**src/rtl/csr_access_ctrl.sv**
```systemverilog
// csr_access_ctrl: valid/ready initiator for a csr bank with one-hot write strobes and readback mux.
// Optional macro CSR_WSTRB_EN adds req_wstrb byte enables with read-modify-write merge.
module csr_access_ctrl #(
  parameter int DATA_W   = 32,
  parameter int ADDR_W   = 4,
  parameter int NUM_REGS = 8
) (
  input  logic                       clk,
  input  logic                       rstn,
  input  logic                       req_valid,
  output logic                       req_ready,
  input  logic                       req_write,
  input  logic [ADDR_W-1:0]          req_addr,
  input  logic [DATA_W-1:0]          req_wdata,
`ifdef CSR_WSTRB_EN
  input  logic [DATA_W/8-1:0]        req_wstrb,
`endif
  output logic                       rsp_valid,
  input  logic                       rsp_ready,
  output logic [DATA_W-1:0]          rsp_rdata,
  output logic                       rsp_err,
  output logic [NUM_REGS-1:0]        csr_set,
  output logic [DATA_W-1:0]          csr_wdata,
  input  logic [NUM_REGS*DATA_W-1:0] csr_rdata
);
  typedef enum logic [1:0] {IDLE, EXEC, RESP} state_e;
  state_e              state_q, state_d;
  logic                wr_q, wr_d;
  logic [ADDR_W-1:0]   addr_q, addr_d;
  logic [DATA_W-1:0]   wdata_q, wdata_d;
  logic [DATA_W-1:0]   rdata_q, rdata_d;
  logic                err_q, err_d;
`ifdef CSR_WSTRB_EN
  logic [DATA_W/8-1:0] wstrb_q, wstrb_d;
`endif
  logic                in_range;
  logic [DATA_W-1:0]   rd_word, wr_word;
  assign in_range  = int'(addr_q) < NUM_REGS;
  assign rd_word   = in_range ? csr_rdata[int'(addr_q)*DATA_W +: DATA_W] : '0;
  assign req_ready = state_q == IDLE;
  assign rsp_valid = state_q == RESP;
  assign rsp_rdata = rdata_q;
  assign rsp_err   = err_q;
  // strobe decoded purely from registers so it cannot glitch and drops with async reset
  assign csr_set   = (state_q == EXEC && wr_q && in_range) ? NUM_REGS'(1) << addr_q : '0;
  assign csr_wdata = (state_q == EXEC && wr_q) ? wr_word : '0;
  always_comb begin
    wr_word = wdata_q;
`ifdef CSR_WSTRB_EN
    for (int b = 0; b < DATA_W/8; b++)
      wr_word[b*8 +: 8] = wstrb_q[b] ? wdata_q[b*8 +: 8] : rd_word[b*8 +: 8];
`endif
  end
  always_comb begin
    state_d = state_q;
    wr_d    = wr_q;
    addr_d  = addr_q;
    wdata_d = wdata_q;
    rdata_d = rdata_q;
    err_d   = err_q;
`ifdef CSR_WSTRB_EN
    wstrb_d = wstrb_q;
`endif
    case (state_q)
      IDLE: if (req_valid) begin
        wr_d    = req_write;
        addr_d  = req_addr;
        wdata_d = req_wdata;
`ifdef CSR_WSTRB_EN
        wstrb_d = req_wstrb;
`endif
        state_d = EXEC;
      end
      EXEC: begin
        rdata_d = (!wr_q && in_range) ? rd_word : '0;
        err_d   = !in_range;
        state_d = RESP;
      end
      RESP:    state_d = rsp_ready ? IDLE : RESP;
      default: state_d = IDLE;
    endcase
  end
  always_ff @(posedge clk or negedge rstn) begin
    if (!rstn) begin
      state_q <= IDLE;
      wr_q    <= 1'b0;
      addr_q  <= '0;
      wdata_q <= '0;
      rdata_q <= '0;
      err_q   <= 1'b0;
`ifdef CSR_WSTRB_EN
      wstrb_q <= '0;
`endif
    end else begin
      state_q <= state_d;
      wr_q    <= wr_d;
      addr_q  <= addr_d;
      wdata_q <= wdata_d;
      rdata_q <= rdata_d;
      err_q   <= err_d;
`ifdef CSR_WSTRB_EN
      wstrb_q <= wstrb_d;
`endif
    end
  end
endmodule
```
**config.mk**
```make
export PLATFORM = sky130hd
export DESIGN_NAME = csr_access_ctrl
export DESIGN_NICKNAME = d
export VERILOG_FILES = /design/src/rtl/csr_access_ctrl.sv
export SDC_FILE = /design/constraint.sdc
export NUM_CORES = 1
export LEC_CHECK = 0
export CAP_MARGIN = 20
export CORE_AREA = 2 2 143 145
export CTS_BUF_LIST = sky130_fd_sc_hd__clkbuf_8
export DETAILED_ROUTE_END_ITERATION = 10
export DIE_AREA = 0 0 145 147
export GPL_ROUTABILITY_DRIVEN = 0
export SLEW_MARGIN = 5
export SYNTH_ARGS = -nofsm -noshare
export SYNTH_HDL_FRONTEND = slang
export SYNTH_SLANG_ARGS = --single-unit
```
**constraint.sdc**
```tcl
create_clock -name clk -period 2.25 [get_ports clk]
set_input_delay 0.225 -clock clk [delete_from_list [all_inputs] [get_ports clk]]
set_output_delay 0.225 -clock clk [all_outputs]
set_load 0.01 [all_outputs]
```
==> results.yml, run 1 <==
sta:
  rsz0062_at_grt: "false"
  setup_tns_ns: 0
  whs_ns: 0.422
  finalCritPeriodShare_pct: 95.0
  period_minus_slack_ns: 2.14
  slew_headroom_pct: 63.9
  tightest_slew_ns: 0.541
  clock-skew-final_ns: 0.0123
  maxSlewViolCount: 0
  fin_ws_ns: 0.112
  finalSetupViolCount: 0
  final_hold_viol_count: 0
  max_freq_ghz: 0.468
logic_synthesis:
  synthTopCellsByCount: "72 x dfrtp_1, 64 x mux4_2, 63 x and3_1, 38 x mux2_2, 31 x a221o_1"
  ys_seq_area_share_pct: 37.9
  yosys-top-cells-area: "dfrtp_1 38%, mux4_2 30%, mux2_2 9.0%"
  yosysMostFrequentCell: "dfrtp_1"
  synth_cell_types: 25
  netlist_instances: 336
  synth_ff_type: "dfrtp_1"
  synthDominantCellAreaShare_pct: 37.9
  synth_edf_count: 0
  synth_area_mm2: 0.00475
  synth_fp_nets: 633
  synth_top_area_cell: "dfrtp_1"
  async_reset_ff_share_pct: 100
  ys_ff_latch: 72
  synth.avg_cell_area_um2: 14.1
  yosys_warnings: 0
global_route:
  gr-total-overflow: 0
  antenna_found_initial: 0
  grt_pass1_vias: 5119
  globalRouteTotalUtil_pct: 19.7
  grt_pass1_wl_um: 31700
  grt_max_degree: 44
worst_setup_path:
  cp_data_arrival_time_ns: 1.91
  critPathMaxFanout: 24
  critical_path_required_ns: 2.03
  slowest_delay_ns: 0.55
  r2r_setup_slack_ns: 0.35
  crit_path_top_delay_cell: "clkdlybuf4s50_1"
  worstSetupStartpointType: "register"
  cp-end-kind: "primary output"
  crit_type: "register to primary output"
  crit_path_cell_trace: "nor2b_4, buf_6, and3_1, clkdlybuf4s50_1"
routing:
  vias: 4727
  avgRoutedWirePerCell_um: 21.7
  drt_iter0_markers: 149
  ant_nets: 0
  routed_via_density: 4.84
  detail_route.first_pass.iterations: 4
  drc: 0
  wl_um: 21200
clock_network:
  cts_root_buf: "clkbuf_8"
  cts_htree_levels: 3
  max-clock-path-buffers: 2
  cts-buffers-inserted: 9
  cts.sinks: 72
  cts_tree: "done"
  clkTransAtPathRegs_ns: 0.07
  clk_latency_ns: 0.36
power_and_ir_drop:
  switching_power_w: 0.00274
  ir_worst_vdd_mv: 0.340
  p_int_w: 0.00523
  p_seq_share_pct: 27.2
  cellLeakagePower_nw: 3.70
  pwr_density_cell_mw_per_mm2: 879
  pwr-share-clk_pct: 13.3
  p_comb_share_pct: 59.6
  switching_share_pct: 34.4
cells_and_area:
  area.growth.synth_to_final_pct: 90.9
  final_nets: 997
  utilization_pct: 45.7
  drive_gt1_share_pct: 20.9
placed_design:
  io_buffers: 371
  dp_hpwl_um: 17200
  dp_slack_ns: 0.159
floorplan:
  core_mm2: 0.0198
  die_h_um: 147
  io_pins: 372
  initial_core_util_pct: 23.9
  dieArea_mm2: 0.0213
  die_w_um: 145
  row_count: 52
status:
  status: "finished, final reports clean"
hold_path:
  worstHoldPathType: "primary input to async pin"
run:
  cap_violations: 0
repair_timing:
| action | in CTS | in global routing |
|---|---|---|
| resized for setup | 6 | 4 |
| endpoints found under the setup margin | 8 | 29 |
| hold endpoints to repair | 38 | 0 |
| buffers inserted | 0 | 6 |
| hold buffers | 1 | 0 |
worst max-delay path: cells and delay by family, from the launching register on:
family,cells,cell delay [ns]
AND/OR/NAND/NOR,2,0.36
flip-flops,1,0.46
buffers and inverters,2,0.74
logic make-up (layout without fill, tap and decap cells):
group,count (synthesis),after routing,share of synthesized area [%]
mux,102,102,39.3
simple gates,87,87,11.1
flops,72,72,37.9
buf+inv,42,411,4.79
compound gates,33,33,6.82
other cells,0,1,0
area by class of cell:
type | count | area, um2
Inverter | 1 | 3.75
Fill cell | 1805 | 10800
Tap cell | 270 | 338
Clock inverter | 5 | 47.5
Sequential cell | 72 | 1810
Timing Repair Buffer | 394 | 3960
Clock buffer | 11 | 151
Antenna cell | 1 | 2.50
Multi-Input combinational cell | 222 | 2760
metrics by stage:
| stage | instance area [um2] | std cells | power [W] |
|---|---|---|---|
| 6_report | 9070 | 976 | 0.00798 |
| 4_1_cts | 9010 | 969 | 0.00804 |
| 5_1_grt | 9070 | 975 | 0.00851 |
| 2_1_floorplan | 4750 | 336 | 0.00504 |
| 3_3_place_gp | 8800 | 952 | 0.00684 |
| 3_5_place_dp | 8800 | 952 | 0.00694 |
per-layer routing:
metal	up-vias	track usage [%]	part of all wire, %
li1	2109	-	-
met4	0	6.98	2.6
met5	-	0	0
met1	2344	24.2	40
met3	26	4.50	6.1
met2	248	34.3	52
sequential cells by signal, summed over array words and instances, names as in the netlist:
register,count
rsp_rdata,32
wdata_q,32
addr_q,4
state_q,2
rsp_err,1
wr_q,1
power by group through the flow:
stage	clock network, W	logic, W	registers [W]
2_1_floorplan	0	0.00298	0.00206
3_3_place_gp	0	0.00464	0.00220
3_5_place_dp	0	0.00470	0.00224
4_1_cts	0.00111	0.00471	0.00222
5_1_grt	0.00116	0.00511	0.00224
6_report	0.00106	0.00475	0.00217
path summary, 6_finish.rpt:
check,cells past startpoint,start,endpoint
setup / recovery,4,state_q[1]$_DFFE_PN0P_,csr_wdata[12]
hold / removal,2,rstn,wdata_q[11]$_DFFE_PN0P_
setup reg to reg,5,addr_q[0]$_DFFE_PN0P_,rsp_rdata[30]$_DFFE_PN0N_
hold reg to reg,2,rsp_err$_DFFE_PN0N_,rsp_err$_DFFE_PN0N_
max in group asynchronous,3,rstn,state_q[1]$_DFFE_PN0P_
min in group clk,2,rsp_ready,state_q[1]$_DFFE_PN0P_
layout by cell type (no fill, tap or decap), types with 4 or more instances in the layout:
cell and n:
a221o_1 31, nand2_1 5, clkdlybuf4s50_1 364, mux2_2 38, mux4_2 64, buf_4 16
dlygate4sd2_1 5, buf_12 6, clkbuf_8 11, and3_1 63, nor2_1 4, dfrtp_1 69
No activity file was read; power rests on OpenSTA's default activity.
==> inputs of run 2 (changes only) <==
ABC_AREA = 1   (was not set)
CORE_AREA = 2 2 145 147   (was 2 2 143 145)
DIE_AREA = 0 0 147 149   (was 0 0 145 147)
MAX_ROUTING_LAYER = met4   (was not set)
==> run 2 against run 1 <==
Largest cell class unchanged. Synthesized area up 18%. Critical endpoint is now csr_wdata[18]. Cell count increased by 64%. Maximum frequency rose by 0.15%. Via count grew 50%. Highest routed layer unchanged. Combinational power increased by 29%. Largest power group unchanged. Clock power is 5% higher. Global-route usage rose by 3.9 points.
==> results.yml, run 2 <==
cells_and_area:
  stdcell_area_mm2: 0.00970
  utilization_pct: 47.2
  final_nets: 1613
  drive_gt1_share_pct: 3.71
  area.growth.synth_to_final_pct: 72.5
  layout_commonest_cell: "nand2_1"
  mostFrequentLayoutCells: "575 x nand2_1, 361 x clkdlybuf4s50_1, 121 x nand3_1"
routing:
  detail_route.first_pass.iterations: 4
  vias: 7072
  routed_via_density: 4.42
  drt_iter0_markers: 310
  avgRoutedWirePerCell_um: 16.2
  drc: 0
  wl_um: 25900
  ant_nets: 0
power_and_ir_drop:
  cellLeakagePower_nw: 4.89
  pwr_density_cell_mw_per_mm2: 975
  ir_worst_vdd_mv: 0.651
  finalPower_w: 0.00946
floorplan:
  core_mm2: 0.0206
  initial_core_util_pct: 27.4
  row_count: 53
  die_w_um: 147
  dieArea_mm2: 0.0219
  io_pins: 372
  die_h_um: 149
clock_network:
  cts_tree: "done"
  cts_htree_levels: 3
  cts_root_buf: "clkbuf_8"
  max-clock-path-buffers: 2
  clk_latency_ns: 0.37
  clkTransAtPathRegs_ns: 0.09
  cts.sinks: 72
  postCtsSetupRepairBufs: 0
  cts-buffers-inserted: 9
logic_synthesis:
  synth.avg_cell_area_um2: 5.74
  synth_ff_type: "dfrtp_1"
  yosys_warnings: 0
  yosys-top-cells-area: "nand2_1 39%, dfrtp_1 32%, nand3_1 11%"
  synth_cell_types: 17
  ys_ff_latch: 72
  ys_seq_area_share_pct: 32.0
  synthTopCellsByCount: "577 x nand2_1, 121 x nand3_1, 72 x dfrtp_1, 58 x inv_1, 44 x nor2_1"
  synthDominantCellAreaShare_pct: 38.5
  synth_fp_nets: 1277
  synth_top_area_cell: "nand2_1"
  synth_area_mm2: 0.00562
  synth_edf_count: 0
  netlist_instances: 980
  async_reset_ff_share_pct: 100
  yosysMostFrequentCell: "nand2_1"
placed_design:
  place_area_mm2: 0.00944
  dp_hpwl_um: 18800
  io_buffers: 371
global_route:
  grt_pass1_wl_um: 38700
  busiest_layer: "met2"
  antenna_found_initial: 4
  globalRouteTotalUtil_pct: 23.6
  gr-total-overflow: 0
  use_met3_pct: 5.72
  met1_usage_pct: 28.2
  grt_util_met2_pct: 39.6
  grt_pass1_vias: 6813
  grt_max_degree: 105
sta:
  final_hold_viol_count: 0
  finalSetupViolCount: 0
  rsz0062_at_grt: "false"
  period_minus_slack_ns: 2.13
  clock-skew-final_ns: 0.0157
  slew_headroom_pct: 65.9
  whs_ns: 0.350
  maxSlewViolCount: 0
  max_freq_ghz: 0.468
  finalCritPeriodShare_pct: 94.9
  setup_tns_ns: 0
  tightest_slew_ns: 0.511
hold_path:
  worstHoldPathType: "primary input to async pin"
worst_setup_path:
  cp_data_arrival_time_ns: 1.91
  critPathMaxFanout: 32
  cp-end-kind: "primary output"
  critical_path_required_ns: 2.03
  crit_type: "register to primary output"
  worstSetupStartpointType: "register"
status:
  status: "finished, final reports clean"
run:
  cap_violations: 0
## run 2: cell types whose count changed after synthesis, moves of 8 or more
cell      previous run  this run
nand2_1              5       577
nand3_1              1       121
mux4_2              64         0
and3_1              63         0
inv_1                1        58
nor2_1               4        44
mux2_2              38         1
o21ai_0              1        35
a221o_1             31         0
buf_2               10        28
clkbuf_1            24        11
buf_6                4        16
buf_4                0         8
## run 2: area by class of cell
cell class	instances	area [um2]
fillers	2164	10900
repair buffers	390	3940
multi-input cells	781	3160
flip-flops and latches	72	1810
well taps	275	344
inverters	62	235
clock buffers	9	124
clock inverters	7	78.8
diodes	4	10.0
## run 2: cells by family after synthesis
kind of cell    after synthesis  synth area share (%)
buf+inv                     127                  11.8
compound gates               35                  3.12
mux                           1                 0.200
simple gates                745                  52.8
flops                        72                  32.0
## run 2: critical path, stage by stage, from the launching register on
cell and delay [ns]:
dfrtp_1 0.40, inv_1 0.10, nand3_1 0.12, buf_6 0.22, nor2_1 0.13, clkdlybuf4s50_1 0.56
## run 2: timing repair
item / in CTS / in global routing
setup endpoints to repair: 0 / 22
hold buffers: 1 / 0
endpoints found under the hold margin: 32 / 0
resized for setup: 0 / 14
## run 2: worst paths after layout
path                       slack (ns)                 startpoint                   endpoint  cells after the start
setup / recovery                 0.12     state_q[1]$_DFFE_PN0P_              csr_wdata[18]                      5
hold / removal                   0.35                       rstn    wdata_q[17]$_DFFE_PN0P_                      2
setup reg to reg                 0.53      addr_q[0]$_DFFE_PN0P_   rsp_rdata[9]$_DFFE_PN0N_                      8
hold reg to reg                  0.48  rsp_rdata[22]$_DFFE_PN0N_  rsp_rdata[22]$_DFFE_PN0N_                      2
max in group asynchronous        1.26                       rstn      addr_q[0]$_DFFE_PN0P_                      3
min in group clk                 0.40                req_addr[3]      addr_q[3]$_DFFE_PN0P_                      3
## run 2: through the flow
stage	setup slack, ns	cells
6_report	0.115	1600
5_1_grt	0.00943	1600
4_1_cts	0.0220	1596
3_5_place_dp	0.457	1579
3_3_place_gp	0.454	1579
2_1_floorplan	0.933	980
## run 2: layer usage
layer / up-vias / part of all wire (%) / routed length (um)
li1: 3661 / - / -
met1: 3121 / 43 / 11000
met2: 263 / 48 / 12500
met3: 27 / 7.7 / 2000
met4: 0 / 1.8 / 459
met5: - / 0 / 0
## run 2: power by group
| group | internal [W] | switching, W | total, W |
|---|---|---|---|
| clock network | 0.000524 | 0.000587 | 0.00111 |
| registers | 0.00190 | 0.000333 | 0.00224 |
| logic | 0.00243 | 0.00368 | 0.00611 |
==> inputs of run 3 (changes only) <==
SETUP_SLACK_MARGIN = 0.1   (was not set)
==> run 3 against run 2 <==
Clock power barely moved. Count of clock-buffer cells in the layout did not move. Sequential power barely moved. Sequential cell count did not move. Clock skew barely moved. Wire length fell by 0.42%. Sequential share of layout area fell by 0.11 points. Via count rose by 0.55%. Cell count did not move. Critical path depth did not move. Final area rose by 0.58%. Critical path type unchanged. Largest cell class unchanged. Highest routed layer unchanged.
==> results.yml, run 3 (synthesis gave the netlist of run 2 again) <==
run:
  cap_violations: 0
worst_setup_path:
  crit_family: "buffers and inverters"
  cp_data_arrival_time_ns: 1.85
  r2r-start: "addr_q[0]$_DFFE_PN0P_"
  crit_buf_inv: 3
  startpoint: "state_q[1]$_DFFE_PN0P_"
  worstSetupStartpointType: "register"
  cp-end-kind: "primary output"
  critical_path_required_ns: 2.03
  critPathMaxFanout: 32
  crit_path_cell_trace: "inv_1, nand3_2, buf_12, nor2_1, clkdlybuf4s50_1"
  crit_path_top_delay_cell: "clkdlybuf4s50_1"
  slowest_delay_ns: 0.55
  crit_type: "register to primary output"
cells_and_area:
  final_nets: 1613
  mostFrequentLayoutCells: "575 x nand2_1, 335 x clkdlybuf4s50_1, 120 x nand3_1"
  area.growth.synth_to_final_pct: 73.5
  layout_commonest_cell: "nand2_1"
  instances_no_fill: 1600
  drive_gt1_share_pct: 3.79
sta:
  finalSetupViolCount: 0
  whs_ns: 0.353
  period_minus_slack_ns: 2.07
  finalCritPeriodShare_pct: 92.1
  final_hold_viol_count: 0
  setup_tns_ns: 0
  fin_ws_ns: 0.179
  clock-skew-final_ns: 0.0157
  tightest_slew_ns: 0.524
  rsz0062_at_grt: "true"
  max_freq_ghz: 0.483
  maxSlewViolCount: 0
  slew_headroom_pct: 65.1
floorplan:
  die_h_um: 149
  initial_core_util_pct: 27.4
  io_pins: 372
  dieArea_mm2: 0.0219
  die_w_um: 147
  row_count: 53
  core_mm2: 0.0206
routing:
  detail_route.first_pass.iterations: 4
  wl_um: 25800
  routed_via_density: 4.44
  ant_nets: 0
  drc: 0
  vias: 7111
  avgRoutedWirePerCell_um: 16.1
  drt_iter0_markers: 284
clock_network:
  cts_root_buf: "clkbuf_8"
  max-clock-path-buffers: 2
  cts_tree: "done"
  clk_latency_ns: 0.37
  cts.sinks: 72
  cts_htree_levels: 3
  postCtsSetupRepairBufs: 0
  cts-buffers-inserted: 9
  clkTransAtPathRegs_ns: 0.09
placed_design:
  dp_hpwl_um: 18800
  dp.cells: 1579
  io_buffers: 371
  dp_slack_ns: 0.457
power_and_ir_drop:
  cellLeakagePower_nw: 5.28
  pwr_density_cell_mw_per_mm2: 969
  ir_worst_vdd_mv: 0.649
  finalPower_w: 0.00946
hold_path:
  worstHoldPathType: "primary input to async pin"
global_route:
  antenna_found_initial: 4
  grt_pass1_vias: 6816
  globalRouteTotalUtil_pct: 23.6
  grt_max_degree: 105
  gr-total-overflow: 0
  grt_pass1_wl_um: 38700
status:
  status: "finished, final reports clean"
## run 3: metrics by stage
stage,instance area (um2),utilization [%]
after detailed placement,9440,45.9
after CTS,9660,47.0
after global routing,9760,47.5
final,9760,47.5
after floorplan,5620,-
after global placement,9440,45.9
## run 3: power by group
group | internal, W | switching (W)
Combinational | 0.00242 | 0.00368
Sequential | 0.00190 | 0.000336
Clock | 0.000524 | 0.000586
## run 3: layer usage
metal / global-route usage (%) / routed length [um] / vias up
met2: 39.6 / 12500 / 282
met4: 7.36 / 459 / 0
met3: 5.72 / 2090 / 27
li1: - / - / 3660
met1: 28.2 / 10800 / 3142
met5: - / 0 / -
## run 3: worst paths after layout
kind                                              to  slack [ns]  depth (start not counted)
max                                    csr_wdata[24]        0.18                          5
min                          wdata_q[17]$_DFFE_PN0P_        0.35                          2
max reg2reg                 rsp_rdata[9]$_DFFE_PN0N_        0.51                          8
min reg2reg                rsp_rdata[19]$_DFFE_PN0N_        0.48                          2
max in group asynchronous      addr_q[0]$_DFFE_PN0P_        1.27                          3
min in group clk               addr_q[3]$_DFFE_PN0P_        0.40                          3
## run 3: cell type report
class / instances / area, um2
inverters: 62 / 235
repair buffers: 390 / 3990
flip-flops and latches: 72 / 1810
diodes: 4 / 10.0
clock inverters: 7 / 78.8
clock buffers: 9 / 124
multi-input cells: 781 / 3170
fillers: 2155 / 10800
well taps: 275 / 344
## run 3: timing repair
item / in CTS / in global routing
endpoints found under the hold margin: 32 / 0
setup endpoints to repair: 18 / 34
cloned: 0 / 0
pin swaps: 0 / 0
resized for setup: 11 / 32
hold buffers: 1 / 0
